`src/rtl/kronos_scoreboard_hcu_pkg.sv`:
```
// Shared types and default sizing for the Kronos scoreboard hazard control unit.
package kronos_scoreboard_hcu_pkg;

  // Number of architectural registers tracked (x0 is never tracked).
  localparam int HCU_NREG   = 32;
  // Maximum number of outstanding writes across the whole pipeline.
  localparam int HCU_DEPTH  = 4;
  // Width of each per-register outstanding-write counter.
  localparam int HCU_CW     = 2;
  // Same-cycle writeback clears a RAW hazard on the last claim when set.
  localparam int HCU_BYPASS = 1;

  // Architectural register index.
  typedef logic [4:0] regidx_t;

endpackage

```
`src/rtl/kronos_scoreboard_hcu_cnt.sv`:
```
// Saturating up/down claim counter: one increment and up to two decrements per cycle.
// Decrements are applied first and clamped at zero; the increment is dropped when it
// would push the count past MAX. 'over' reports that an increment this cycle would not
// fit, independent of whether one is requested, so the owner can veto an issue early.
module kronos_hcu_cnt
  import kronos_scoreboard_hcu_pkg::*;
#(
  parameter int W   = HCU_CW,
  parameter int MAX = (1 << HCU_CW) - 1
) (
  input  logic         clk,
  input  logic         rstz,
  input  logic         clr,
  input  logic         inc,
  input  logic         dec1,
  input  logic         dec2,
  output logic [W-1:0] count,
  output logic         nonzero,
  output logic         full,
  output logic         under,
  output logic         over
);

  logic [W-1:0] r_count;
  logic [W:0]   w_cur;
  logic [W:0]   w_decReq;
  logic [W:0]   w_decApplied;
  logic [W:0]   w_afterDec;
  logic [W-1:0] w_next;

  // Net effect of this cycle's releases and claim, with underflow clamping and overflow veto.
  always_comb begin
    w_cur        = {1'b0, r_count};
    w_decReq     = (W+1)'(dec1) + (W+1)'(dec2);
    w_decApplied = (w_decReq > w_cur) ? w_cur : w_decReq;
    w_afterDec   = w_cur - w_decApplied;
    under        = (w_decReq > w_cur);
    over         = (w_afterDec >= (W+1)'(MAX));
    w_next       = w_afterDec[W-1:0] + W'(inc & ~over);
  end

  // Count register; a flush wins over any same-cycle claim or release.
  always_ff @(posedge clk or negedge rstz) begin
    if (!rstz) begin
      r_count <= '0;
    end else if (clr) begin
      r_count <= '0;
    end else begin
      r_count <= w_next;
    end
  end

  assign count   = r_count;
  assign nonzero = (r_count != '0);
  assign full    = (r_count == W'(MAX));

endmodule

```
`src/rtl/kronos_scoreboard_hcu.sv`:
```
// Scoreboard hazard control unit: per-register outstanding-write counters plus a
// global in-flight window counter, producing a zero-latency decode stall.
module kronos_scoreboard_hcu
  import kronos_scoreboard_hcu_pkg::*;
#(
  parameter int NREG   = HCU_NREG,
  parameter int CW     = HCU_CW,
  parameter int DEPTH  = HCU_DEPTH,
  parameter int BYPASS = HCU_BYPASS
) (
  input  logic                       clk,
  input  logic                       rstz,
  input  logic                       clear,
  input  logic [$clog2(NREG)-1:0]    dec_rs1,
  input  logic [$clog2(NREG)-1:0]    dec_rs2,
  input  logic                       dec_rs1_en,
  input  logic                       dec_rs2_en,
  input  logic [$clog2(NREG)-1:0]    dec_rd,
  input  logic                       dec_rd_en,
  input  logic                       issue_vld,
  input  logic                       issue_rdy,
  input  logic                       wb_en,
  input  logic [$clog2(NREG)-1:0]    wb_sel,
  input  logic                       kill_en,
  input  logic [$clog2(NREG)-1:0]    kill_sel,
  output logic                       stall,
  output logic [NREG-1:0]            busy,
  output logic [$clog2(DEPTH+1)-1:0] inflight,
  output logic                       err
);

  localparam int IW   = $clog2(NREG);
  localparam int IFW  = $clog2(DEPTH + 1);
  localparam int CMAX = (1 << CW) - 1;

  logic [CW-1:0]  w_cnt [NREG];
  logic [NREG-1:0] w_busy;
  logic [NREG-1:0] w_full;
  logic [NREG-1:0] w_over;
  logic [NREG-1:0] w_under;

  logic           w_issueReq;
  logic           w_incOk;
  logic           w_wbReq;
  logic           w_killReq;
  logic           w_wbOk;
  logic           w_killOk;
  logic [IFW-1:0] w_inflight;
  logic           w_winFull;
  logic           w_winOver;
  logic           w_winUnder;
  logic           w_unusedWinNonzero;
  logic           w_raw1;
  logic           w_raw2;
  logic           w_waw;
  logic           w_window;
  logic           w_stall;
  logic           r_err;

  // x0 has no counter: it reads as permanently idle.
  assign w_cnt[0]   = '0;
  assign w_busy[0]  = 1'b0;
  assign w_full[0]  = 1'b0;
  assign w_over[0]  = 1'b0;
  assign w_under[0] = 1'b0;

  for (genvar r = 1; r < NREG; r++) begin : g_reg
    kronos_hcu_cnt #(
      .W   (CW),
      .MAX (CMAX)
    ) u_cnt (
      .clk     (clk),
      .rstz    (rstz),
      .clr     (clear),
      .inc     (w_incOk && (dec_rd == IW'(r))),
      .dec1    (w_wbReq && (wb_sel == IW'(r))),
      .dec2    (w_killReq && (kill_sel == IW'(r))),
      .count   (w_cnt[r]),
      .nonzero (w_busy[r]),
      .full    (w_full[r]),
      .under   (w_under[r]),
      .over    (w_over[r])
    );
  end

  // Window counter only follows releases that actually retire a claim.
  kronos_hcu_cnt #(
    .W   (IFW),
    .MAX (DEPTH)
  ) u_window (
    .clk     (clk),
    .rstz    (rstz),
    .clr     (clear),
    .inc     (w_incOk),
    .dec1    (w_wbOk),
    .dec2    (w_killOk),
    .count   (w_inflight),
    .nonzero (w_unusedWinNonzero),
    .full    (w_winFull),
    .under   (w_winUnder),
    .over    (w_winOver)
  );

  // Claim/release requests and which releases find a live claim to retire.
  always_comb begin
    w_issueReq = issue_vld && issue_rdy && !w_stall && dec_rd_en && (dec_rd != '0);
    w_incOk    = w_issueReq && !w_over[dec_rd] && !w_winOver;
    w_wbReq    = wb_en && (wb_sel != '0);
    w_killReq  = kill_en && (kill_sel != '0);
    w_wbOk     = w_wbReq && (w_cnt[wb_sel] != '0);
    if (w_wbReq && (kill_sel == wb_sel)) begin
      w_killOk = w_killReq && (w_cnt[kill_sel] > CW'(1));
    end else begin
      w_killOk = w_killReq && (w_cnt[kill_sel] != '0);
    end
  end

  // Hazard detection; writeback bypass only relaxes RAW on a register's last claim.
  always_comb begin
    w_raw1 = dec_rs1_en && (dec_rs1 != '0) && w_busy[dec_rs1] &&
             !((BYPASS != 0) && wb_en && (wb_sel == dec_rs1) && (w_cnt[dec_rs1] == CW'(1)));
    w_raw2 = dec_rs2_en && (dec_rs2 != '0) && w_busy[dec_rs2] &&
             !((BYPASS != 0) && wb_en && (wb_sel == dec_rs2) && (w_cnt[dec_rs2] == CW'(1)));
    w_waw    = dec_rd_en && w_full[dec_rd];
    w_window = dec_rd_en && w_winFull;
    w_stall  = !clear && issue_vld && (w_raw1 || w_raw2 || w_waw || w_window);
  end

  // Sticky error on any release without a claim or any claim that could not be recorded.
  always_ff @(posedge clk or negedge rstz) begin
    if (!rstz) begin
      r_err <= 1'b0;
    end else if (!clear && ((|w_under) || w_winUnder ||
                            (w_issueReq && (w_over[dec_rd] || w_winOver)))) begin
      r_err <= 1'b1;
    end
  end

  assign stall    = w_stall;
  assign busy     = w_busy;
  assign inflight = w_inflight;
  assign err      = r_err;

endmodule

```
`config.mk`:
```
export PLATFORM = sky130hd
export DESIGN_NAME = kronos_scoreboard_hcu
export DESIGN_NICKNAME = d
export VERILOG_FILES = /design/src/rtl/kronos_scoreboard_hcu_pkg.sv /design/src/rtl/kronos_scoreboard_hcu_cnt.sv /design/src/rtl/kronos_scoreboard_hcu.sv
export SDC_FILE = /design/constraint.sdc
export NUM_CORES = 1
export LEC_CHECK = 0
export ABC_CLOCK_PERIOD_IN_PS = 10900
export CAP_MARGIN = 20
export CORE_MARGIN = 2
export CORE_UTILIZATION = 40
export CTS_BUF_LIST = sky130_fd_sc_hd__clkbuf_16
export DETAILED_ROUTE_END_ITERATION = 8
export GPL_TIMING_DRIVEN = 0
export PLACE_DENSITY = 0.67
export REMOVE_ABC_BUFFERS = 1
export SLEW_MARGIN = 20
export SYNTH_ARGS = -nofsm -noshare
export SYNTH_HDL_FRONTEND = slang
export SYNTH_SLANG_ARGS = --single-unit
export TNS_END_PERCENT = 100
```
`constraint.sdc`:
```
create_clock -name clk -period 10.9 [get_ports clk]
set_input_delay 2.18 -clock clk [delete_from_list [all_inputs] [get_ports clk]]
set_output_delay 2.18 -clock clk [all_outputs]
set_load 0.01 [all_outputs]
```
==> impl_metrics.env, run 1 <==
export IMPL_ys_seq_elements=66
export IMPL_powerDensity_nw_per_um2=103
export IMPL_die_h_um=180
export IMPL_grt_pass1_vias=11400
export IMPL_die_width_um=180
export IMPL_grt_busiest_layer="met2"
export IMPL_portBuffers=70
export IMPL_core_area_um2=30600
export IMPL_wirelength_um=43000
export IMPL_p_leak_nw=5.98
export IMPL_synth_edff_count=0
export IMPL_gp_congestion=0.975
export IMPL_grt_start_max_net_pins=45
export IMPL_place_area_um2=13200
export IMPL_synth_adder_area_share_pct=25.8
export IMPL_final_common_cell="inv_1"
export IMPL_cts_tree="built"
export IMPL_final_hold_viol_count=0
export IMPL_rsz0062_at_grt="false"
export IMPL_dieArea_um2=32500
export IMPL_worst_pin_slew_ns=1.21
export IMPL_viasPerCell=5.87
export IMPL_fin_ws_ns=1.89
export IMPL_worstSetupStartpointType="input port"
export IMPL_cp_max_fo=21
export IMPL_whs_endpoint="err"
export IMPL_cts_sinks=66
export IMPL_holdPathStages=2
export IMPL_crit_start="kill_sel[1]"
export IMPL_slowest_delay_ns=0.80
export IMPL_antenna_cells=0
export IMPL_syn_inst=1573
export IMPL_min_path_type="reg -> reg"
export IMPL_place_hpwl_um=33000
export IMPL_track_usage_pct=26.5
export IMPL_cp_arrival_ns=9.26
export IMPL_layout_common_cells="inv_1 (290), ha_1 (255), nor2_1 (132), nand2_1 (88), a21oi_1 (77)"
export IMPL_cts_resized=0
export IMPL_grt_pass1_wl_um=66500
export IMPL_ctsHoldBuffers=0
export IMPL_cp_top_family="simple AND/OR/NAND/NOR gates"
export IMPL_min_period_ns=9.01
export IMPL_ir_drop_mv=0.0846
export IMPL_synth_distinct_cells=75
export IMPL_synth_xor_xnor_area_share_pct=3.24
export IMPL_cp_data_required_time_ns=11.15
export IMPL_design_area_um2=13500
export IMPL_synthMuxAreaShare_pct=8.04
export IMPL_synth_seq_area_share_pct=13.3
export IMPL_r2r_end="g_reg[17].u_cnt.count[1]"
export IMPL_fin_skew_ns=0.0129
export IMPL_clk_pin_slew_ns=0.07
export IMPL_setup_violations=0
export IMPL_clock_latency_ns=0.37
export IMPL_antenna_found_initial=0
export IMPL_ys_warnings_count=0
export IMPL_area_delta_synth_final_pct=8.54
export IMPL_avgSynthCellArea_um2=7.90
export IMPL_max_slew_margin_pct=18.8
export IMPL_use_met2_pct=42.5
export IMPL_status="finished, final reports clean"
export IMPL_hold_start="err"
export IMPL_fillers=3046
export IMPL_cp_slowest_cell="nand2b_1"
export IMPL_post_route_period_util_pct=82.7
export IMPL_use_met1_pct=33.7
export IMPL_fmax_mhz=111
export IMPL_path_buf_inv=3
export IMPL_synth_simple_area_share_pct=24.2
export IMPL_async_reset_ff_share_pct=100
export IMPL_reg2reg_from="g_reg[10].u_cnt.count[0]"
export IMPL_start_util_pct=40.6
export IMPL_vias=11500
export IMPL_ios=72
export IMPL_overflow=0
export IMPL_tns_ns=0
export IMPL_endpoint_kind="flop"
export IMPL_numCtsBuffers=9
export IMPL_drive_above_1_share_pct=7.39
export IMPL_r2r_slack_ns=4.07
export IMPL_drt_pass1_iterations=6
export IMPL_yosys_most_used_dff="dfrtp_1"
export IMPL_finalNetCount=1856
export IMPL_wire_per_inst_um=21.9
export IMPL_final_antenna_net_count=0
export IMPL_met3_usage_pct=5.25
export IMPL_maxCapViolCount=0
export IMPL_timing_hold_ws_ns=0.585
export IMPL_rows=64
export IMPL_htreeDepth=3
export IMPL_report_final_slew_viol_count=0
export IMPL_r2r_cells=23
export IMPL_critPathKind="in -> reg"
export IMPL_drc=0
export IMPL_synth_top_family_by_area="adder cells"
export IMPL_cts_root_buf="clkbuf_16"
export IMPL_synth_compound_area_share_pct=12.2
export IMPL_post_cts_buffers=0
export IMPL_crit_cells=25
export IMPL_drtIter0Drc=1024
export IMPL_dpl_worst_slack_ns=1.51
export IMPL_cts_buffer_depth=2
export IMPL_synth_area_um2=12400
==> worst reg2reg max path: cells and delay by family (launching register included) <==
kind	cells	cell delay, ns
AO/OA/AOI/OAI	6	1.76
XOR/XNOR	1	0.16
adder cells (fa/ha/maj)	5	1.13
buffers and inverters	2	0.34
flip-flops	1	0.50
multiplexers	2	0.97
AND/OR/NAND/NOR	7	1.82
==> per-stage QoR <==
stage	power (mW)	util (%)	instances
detailed placement	1.03	43.1	1950
global placement	1.01	42.8	1944
global route	1.49	44.1	1966
floorplan	0.757	-	1478
finish	1.39	44.1	1966
CTS	1.39	44.1	1966
==> synth_stat cells, drive strengths merged, types with 15 or more instances <==
master / instances / share of area (%)
nor4: 27 / 3.2
mux4: 43 / 7.8
nor2: 133 / 4.0
o21ai: 63 / 2.5
buf: 56 / 3.1
nand2b: 38 / 1.9
nor2b: 70 / 3.5
nand3: 40 / 1.6
xor2: 34 / 2.4
nand2: 88 / 2.7
inv: 294 / 8.9
ha: 255 / 26
dfrtp: 66 / 13
nor3b: 15 / 0.91
a21oi: 77 / 3.1
nor3: 56 / 2.6
clkbuf: 39 / 1.2
==> state kept, by name, indices dropped and copies added (netlist names) <==
register / count
g.u_cnt.count: 62
u_window.count: 3
err: 1
==> worst max-delay path by stage <==
stage,end
after global placement,u_window.count[2]
after detailed placement,g_reg[17].u_cnt.count[1]
after floorplan,u_window.count[2]
final,g_reg[17].u_cnt.count[1]
after global routing,g_reg[17].u_cnt.count[1]
after CTS,g_reg[17].u_cnt.count[1]
==> area by class of cell <==
class	count	area (um2)	share of cell area [%]
clock buffers	9	225	1.67
clock inverters	7	100	0.742
inverters	294	1100	8.18
multi-input cells	1118	9150	67.8
flip-flops and latches	66	1650	12.2
well taps	396	495	3.67
repair buffers	76	764	5.67
==> cells by family (layout without fill, tap and decap cells) <==
family                   count (synthesis)  after routing
adder cells (fa/ha/maj)                256            256
AND/OR/NAND/NOR                        531            531
buffers and inverters                  389            386
flip-flops                              66             66
XOR/XNOR                                46             46
multiplexers                            46             46
AO/OA/AOI/OAI                          238            238
other                                    1              1
==> report_power, final <==
group | switching (mW) | internal [mW]
Sequential | 0.0583 | 0.269
Combinational | 0.421 | 0.297
Clock | 0.144 | 0.203
==> routing by layer <==
| metal | part of all wire (%) | wire (um) |
|---|---|---|
| met1 | 41 | 17600 |
| met5 | 0 | 0 |
| met2 | 45 | 19300 |
| met4 | 5.4 | 2330 |
| met3 | 8.7 | 3740 |
No activity file was read; power rests on OpenSTA's default activity.
==> inputs of run 2 (changes only) <==
- ABC_CLOCK_PERIOD_IN_PS: 10900 -> 7400
- PLACE_DENSITY: 0.67 -> 0.69
- clock period: 10.9 -> 7.4 ns (I/O delays scaled with it)
==> impl_metrics.env, run 2 (synthesis gave the netlist of run 1 again) <==
export IMPL_wl_met1_um=16900
export IMPL_grt_start_max_net_pins=40
export IMPL_fmax_mhz=139
export IMPL_crit_start="dec_rd[1]"
export IMPL_fillers=3073
export IMPL_grt_pass1_wl_um=65600
export IMPL_multi_input_area_um2=9180
export IMPL_core_area_um2=30600
export IMPL_final_antenna_net_count=0
export IMPL_post_route_period_util_pct=96.9
export IMPL_min_path_type="reg -> reg"
export IMPL_r2r_slack_ns=1.10
export IMPL_powerDensity_nw_per_um2=148
export IMPL_final_util_pct=44.2
export IMPL_cts_root_buf="clkbuf_16"
export IMPL_worstSetupStartpointType="input port"
export IMPL_start_util_pct=40.6
export IMPL_numCtsBuffers=9
export IMPL_final_common_cell="inv_1"
export IMPL_status="finished, final reports clean"
export IMPL_gp_congestion=1.01
export IMPL_clk_pin_slew_ns=0.06
export IMPL_maxCapViolCount=0
export IMPL_min_period_ns=7.17
export IMPL_cp_max_fo=21
export IMPL_wl_met3_um=3860
export IMPL_seqCellArea_um2=1650
export IMPL_critPathKind="in -> out"
export IMPL_wire_per_inst_um=21.5
export IMPL_hold_start="err"
export IMPL_ios=72
export IMPL_track_usage_pct=25.9
export IMPL_ir_drop_mv=0.109
export IMPL_htreeDepth=3
export IMPL_design_area_um2=13500
export IMPL_cts_sinks=66
export IMPL_dieArea_um2=32500
export IMPL_die_width_um=180
export IMPL_final_hold_viol_count=0
export IMPL_antenna_cells=0
export IMPL_setup_violations=0
export IMPL_die_h_um=180
export IMPL_drtIter0Drc=1217
export IMPL_ctsHoldBuffers=0
export IMPL_clock_latency_ns=0.36
export IMPL_vias=11600
export IMPL_p_leak_nw=6.01
export IMPL_cts_buffer_depth=2
export IMPL_top_layer="met5"
export IMPL_rsz0062_at_grt="false"
export IMPL_rows=64
export IMPL_cp_arrival_ns=5.69
export IMPL_antenna_found_initial=1
export IMPL_endpoint_kind="output port"
export IMPL_drc=0
export IMPL_largest_reg_flops=62
export IMPL_viasPerCell=5.92
export IMPL_drt_pass1_iterations=8
export IMPL_report_final_slew_viol_count=0
export IMPL_wl_met2_um=19100
export IMPL_overflow=0
export IMPL_fin_skew_ns=0.0106
export IMPL_max_slew_margin_pct=15.0
export IMPL_place_area_um2=13200
export IMPL_area_delta_synth_final_pct=8.80
export IMPL_cts_tree="built"
export IMPL_drive_above_1_share_pct=7.70
export IMPL_portBuffers=70
export IMPL_wirelength_um=42300
export IMPL_cp_data_required_time_ns=5.92
export IMPL_fin_total_pwr_mw=2.00
export IMPL_layout_common_cells="inv_1 (290), ha_1 (255), nor2_1 (132), nand2_1 (88), a21oi_1 (77)"
export IMPL_reg2reg_from="g_reg[15].u_cnt.count[0]"
export IMPL_place_hpwl_um=32500
export IMPL_grt_pass1_vias=11700
export IMPL_finalNetCount=1857
export IMPL_worst_pin_slew_ns=1.27
-- run 2: report_power, final --
group          switching, mW  internal, mW
Clock                  0.201         0.261
Sequential            0.0835         0.397
Combinational          0.621         0.442
Total                  0.905          1.10
-- run 2: per-stage QoR --
stage | setup WS (ns) | hold slack [ns] | instances | TNS (ns)
global route | 0.117 | 0.613 | 1967 | 0
global placement | -3.25 | 0.579 | 1944 | -185.10
detailed placement | -1.18 | 0.583 | 1950 | -65.19
finish | 0.228 | 0.600 | 1967 | 0
floorplan | 0.346 | 0.549 | 1478 | 0
CTS | 0.0432 | 0.597 | 1966 | 0
-- run 2: what timing repair did --
item                                    in CTS  in global routing
gates cloned                                 0                  0
pin swaps                                    0                  1
gates resized for setup                     22                 11
setup buffers                                0                  1
endpoints found under the setup margin      65                 47
-- run 2: layer usage --
layer / up-vias / global-route usage [%]
met5: - / 0
met4: 2 / 14.5
met3: 158 / 5.15
met2: 629 / 41.9
met1: 5554 / 32.3
li1: 5292 / -
-- run 2: critical path: stages --
cell	delay, ns
clkdlybuf4s50_1	1.08
nor2_1	1.18
a31oi_1	0.34
a31o_2	0.30
o41a_1	0.39
a41oi_2	0.30
clkdlybuf4s50_1	0.60
-- run 2: final cells by class --
class	instances	share of cell area, %
sequential	66	12.2
timing repair buffer	77	5.90
inverter	294	8.16
clock buffer	9	1.67
clock inverter	7	0.509
multi-input combinational	1118	67.9
tap	396	3.66
-- run 2: path summary, 6_finish.rpt --
| path | end | depth (start not counted) |
|---|---|---|
| hold reg to reg | err | 2 |
| max in group asynchronous | g_reg[24].u_cnt.count[1] | 2 |
| hold / removal | err | 2 |
| setup / recovery | stall | 7 |
| min in group asynchronous | g_reg[4].u_cnt.count[1] | 1 |
| setup reg to reg | u_window.count[2] | 26 |
==> patch, RTL diff (config.mk and constraints of run 2) <==
The package constant `HCU_DEPTH` goes from 4 to 2.
--- a/src/rtl/kronos_scoreboard_hcu_pkg.sv
+++ b/src/rtl/kronos_scoreboard_hcu_pkg.sv
@@ -6,3 +6,3 @@
   // Maximum number of outstanding writes across the whole pipeline.
-  localparam int HCU_DEPTH  = 4;
+  localparam int HCU_DEPTH  = 2;
   // Width of each per-register outstanding-write counter.
Interface: changed (resized inflight); port bits go from 72 to 71. No check against the original RTL was run, so the function may have changed too.
==> patch against run 2 <==
Worst setup slack worse by 0.044 ns; synthesized area is 1.2% lower; routed wire length is 2.8% lower; final area is 1.6% lower; total power is 11% higher; sequential cell count is 1 lower; worst hold slack worse by 0.055 ns; highest routed layer unchanged.
==> patch: results (changes against run 2) <==
Run status
The flow ran to the end, and the final reports show no timing, DRC or antenna violations.

Worst setup path
The largest fanout on the critical path is 18 (-14%). The worst setup path is captured at an output pin. Among all stages on the critical path, the largest delay is contributed by nand2b_1.

The arrival time reported for the critical path endpoint came to 5.74 ns (+0.05 ns). The cell family contributing the most delay on the critical path is simple AND/OR/NAND/NOR gates. The highest cell delay on the worst timing path is 1.08 ns (-0.10 ns).

Placement
The routability congestion estimate came to 0.996 (-1.0%). The port buffer count is 69 (-1.4%). The estimated wirelength of the detail-placed design is 31.6 mm (-2.6%). The worst slack at placement is -1.51 ns (-0.329 ns).

The number of cells in the design after placement is 1933 (-0.87%).

Clock network
The total CTS buffers was 9 (unchanged). The source-to-sink clock delay at the later pin of the worst-skew pair came to 0.38 ns (+0.02 ns). The buffer levels on the longest clock path is 2 (unchanged). The count of H-tree levels built during CTS is 3 (unchanged).

The CTS clock-pin slew for the worst setup and hold paths is around 0.070 ns.

Logic synthesis
The register area share after synthesis is 13.2% (-0.037 points). Ranked by instance count, the synthesized netlist is headed by 289 x inv_1, 256 x ha_1, 149 x nor2_1, 81 x nand2_1, 80 x a21oi_1. The number of synthesis warnings is 0 (unchanged). The count of cell types in the netlist is 76 (+1.3%). The synthesized netlist cell count is 1565 (-0.51%).

The fraction of synthesis flops using an asynchronous set or reset pin is 100% (unchanged). After synthesis, the cell types taking the most area are ha_1 26%, dfrtp_1 13%, inv_1 8.8%, mux4_2 7.9%, nor2_1 4.6%.

Global route
The number of antenna violations at the first check in global routing is 1 (unchanged). The pin count of the biggest net entering global routing is 36 (-10%). The wire length of the first global-routing pass is 61.9 mm (-5.5%). The via count of the first global-routing pass came to 10978 (-5.8%). The global-route usage over all layers is 25.8% (-0.12 points).

STA
The relative max-transition margin is 21.4% (+6.4 points). The final setup skew is 0.0198 ns (+0.00921 ns). The count of endpoints failing hold in the final timing report was 0 (unchanged).

Detailed routing
The iteration count of the initial detailed-routing pass is 8 (unchanged). The per-cell via count in the routed design came to 5.88 (-0.54%). The iteration-0 DRC count of the detailed router is 1160 (-4.7%). The total wire length is 41.1 mm (-2.8%).

Power and ir drop
The proportion of total power due to net switching was 45.4% (+0.24 points). The maximum vdd ir drop came to 0.000144 V (+32%). The reported leakage power is 6.23 nW (+3.7%).

Layout
The share of post-route cells with drive strength above 1 is 7.14% (-0.56 points). The net total in the final layout is 1840 (-0.92%). The count of placed standard cells in the final layout, fillers left out is 1950 (-0.86%). The fill cell total of the finished layout is 3066 (-0.23%).

Min path
The tightest min-delay check is of the reg -> reg type.
[patch: logic make-up after synthesis]
| kind of cell | synth area share, % |
|---|---|
| multiplexers | 8.21 |
| buffers and inverters | 13.6 |
| adder cells (fa/ha/maj) | 26.1 |
| flip-flops | 13.2 |
| other | 0.0305 |
| AO/OA/AOI/OAI | 14.3 |
| AND/OR/NAND/NOR | 21.3 |
| XOR/XNOR | 3.28 |
[patch: worst reg2reg max path: stages, from the launching register on]
cell	delay (ns)
dfrtp_1	0.50
nor2_1	0.44
a21oi_1	0.14
mux4_2	0.55
a211oi_1	0.39
a211oi_2	0.13
ha_1	0.26
ha_1	0.28
nor2b_1	0.14
o21ai_2	0.24
nand2_1	0.08
o21ai_0	0.08
ha_1	0.16
inv_1	0.04
ha_1	0.29
o21bai_1	0.20
a211o_1	0.25
a221oi_1	0.21
o211ai_1	0.20
a21oi_2	0.18
buf_4	0.16
o211ai_4	0.27
nor4_1	0.38
ha_1	0.23
xor2_1	0.17
nor2_1	0.05
[patch: power by group through the flow]
| stage | sequential (mW) | combinational [mW] | clock (mW) |
|---|---|---|---|
| 2_1_floorplan | 0.456 | 0.781 | 0 |
| 3_3_place_gp | 0.486 | 1.16 | 0 |
| 3_5_place_dp | 0.487 | 1.20 | 0 |
| 4_1_cts | 0.480 | 1.22 | 0.509 |
| 5_1_grt | 0.489 | 1.37 | 0.518 |
| 6_report | 0.484 | 1.23 | 0.499 |
[patch: stage by stage]
stage	power (mW)	hold WS, ns	area [sq um]
after floorplan	1.24	0.506	11700
after global placement	1.65	0.520	12900
after detailed placement	1.69	0.528	12900
after CTS	2.21	0.551	13300
after global routing	2.38	0.592	13300
final	2.22	0.545	13300
[patch: worst paths after layout]
check / start / to / slack (ns) / depth (start not counted)
max reg2reg: g_reg[15].u_cnt.count[0] / g_reg[28].u_cnt.count[1] / 1.23 / 25
min: err / err / 0.54 / 2
max: dec_rd[1] / stall / 0.18 / 9
min reg2reg: err / err / 0.54 / 2
min in group asynchronous: rstz / g_reg[7].u_cnt.count[0] / 1.04 / 1
max in group asynchronous: rstz / g_reg[26].u_cnt.count[0] / 5.77 / 2
[patch: final cells by class]
type	instances	share of cell area, %
inverters	291	8.21
multi-input cells	1109	68.0
clock buffers	9	1.69
repair buffers	73	5.46
well taps	396	3.72
flip-flops and latches	65	12.2
clock inverters	7	0.715
[patch: per-layer routing]
layer	GRT usage, %	wire length, um	part of all wire, %
met2	41.7	18500	45
met1	32.1	16200	39
met3	5.79	4200	10
met5	0	9	0.022
met4	13.5	2220	5.4
[patch: timing repair]
action                                  in CTS  in global routing
resized for setup                           16                 13
endpoints found under the setup margin      64                 56
buffers inserted                             1                  0
pin swaps                                    1                  0
hold buffers                                 0                  0
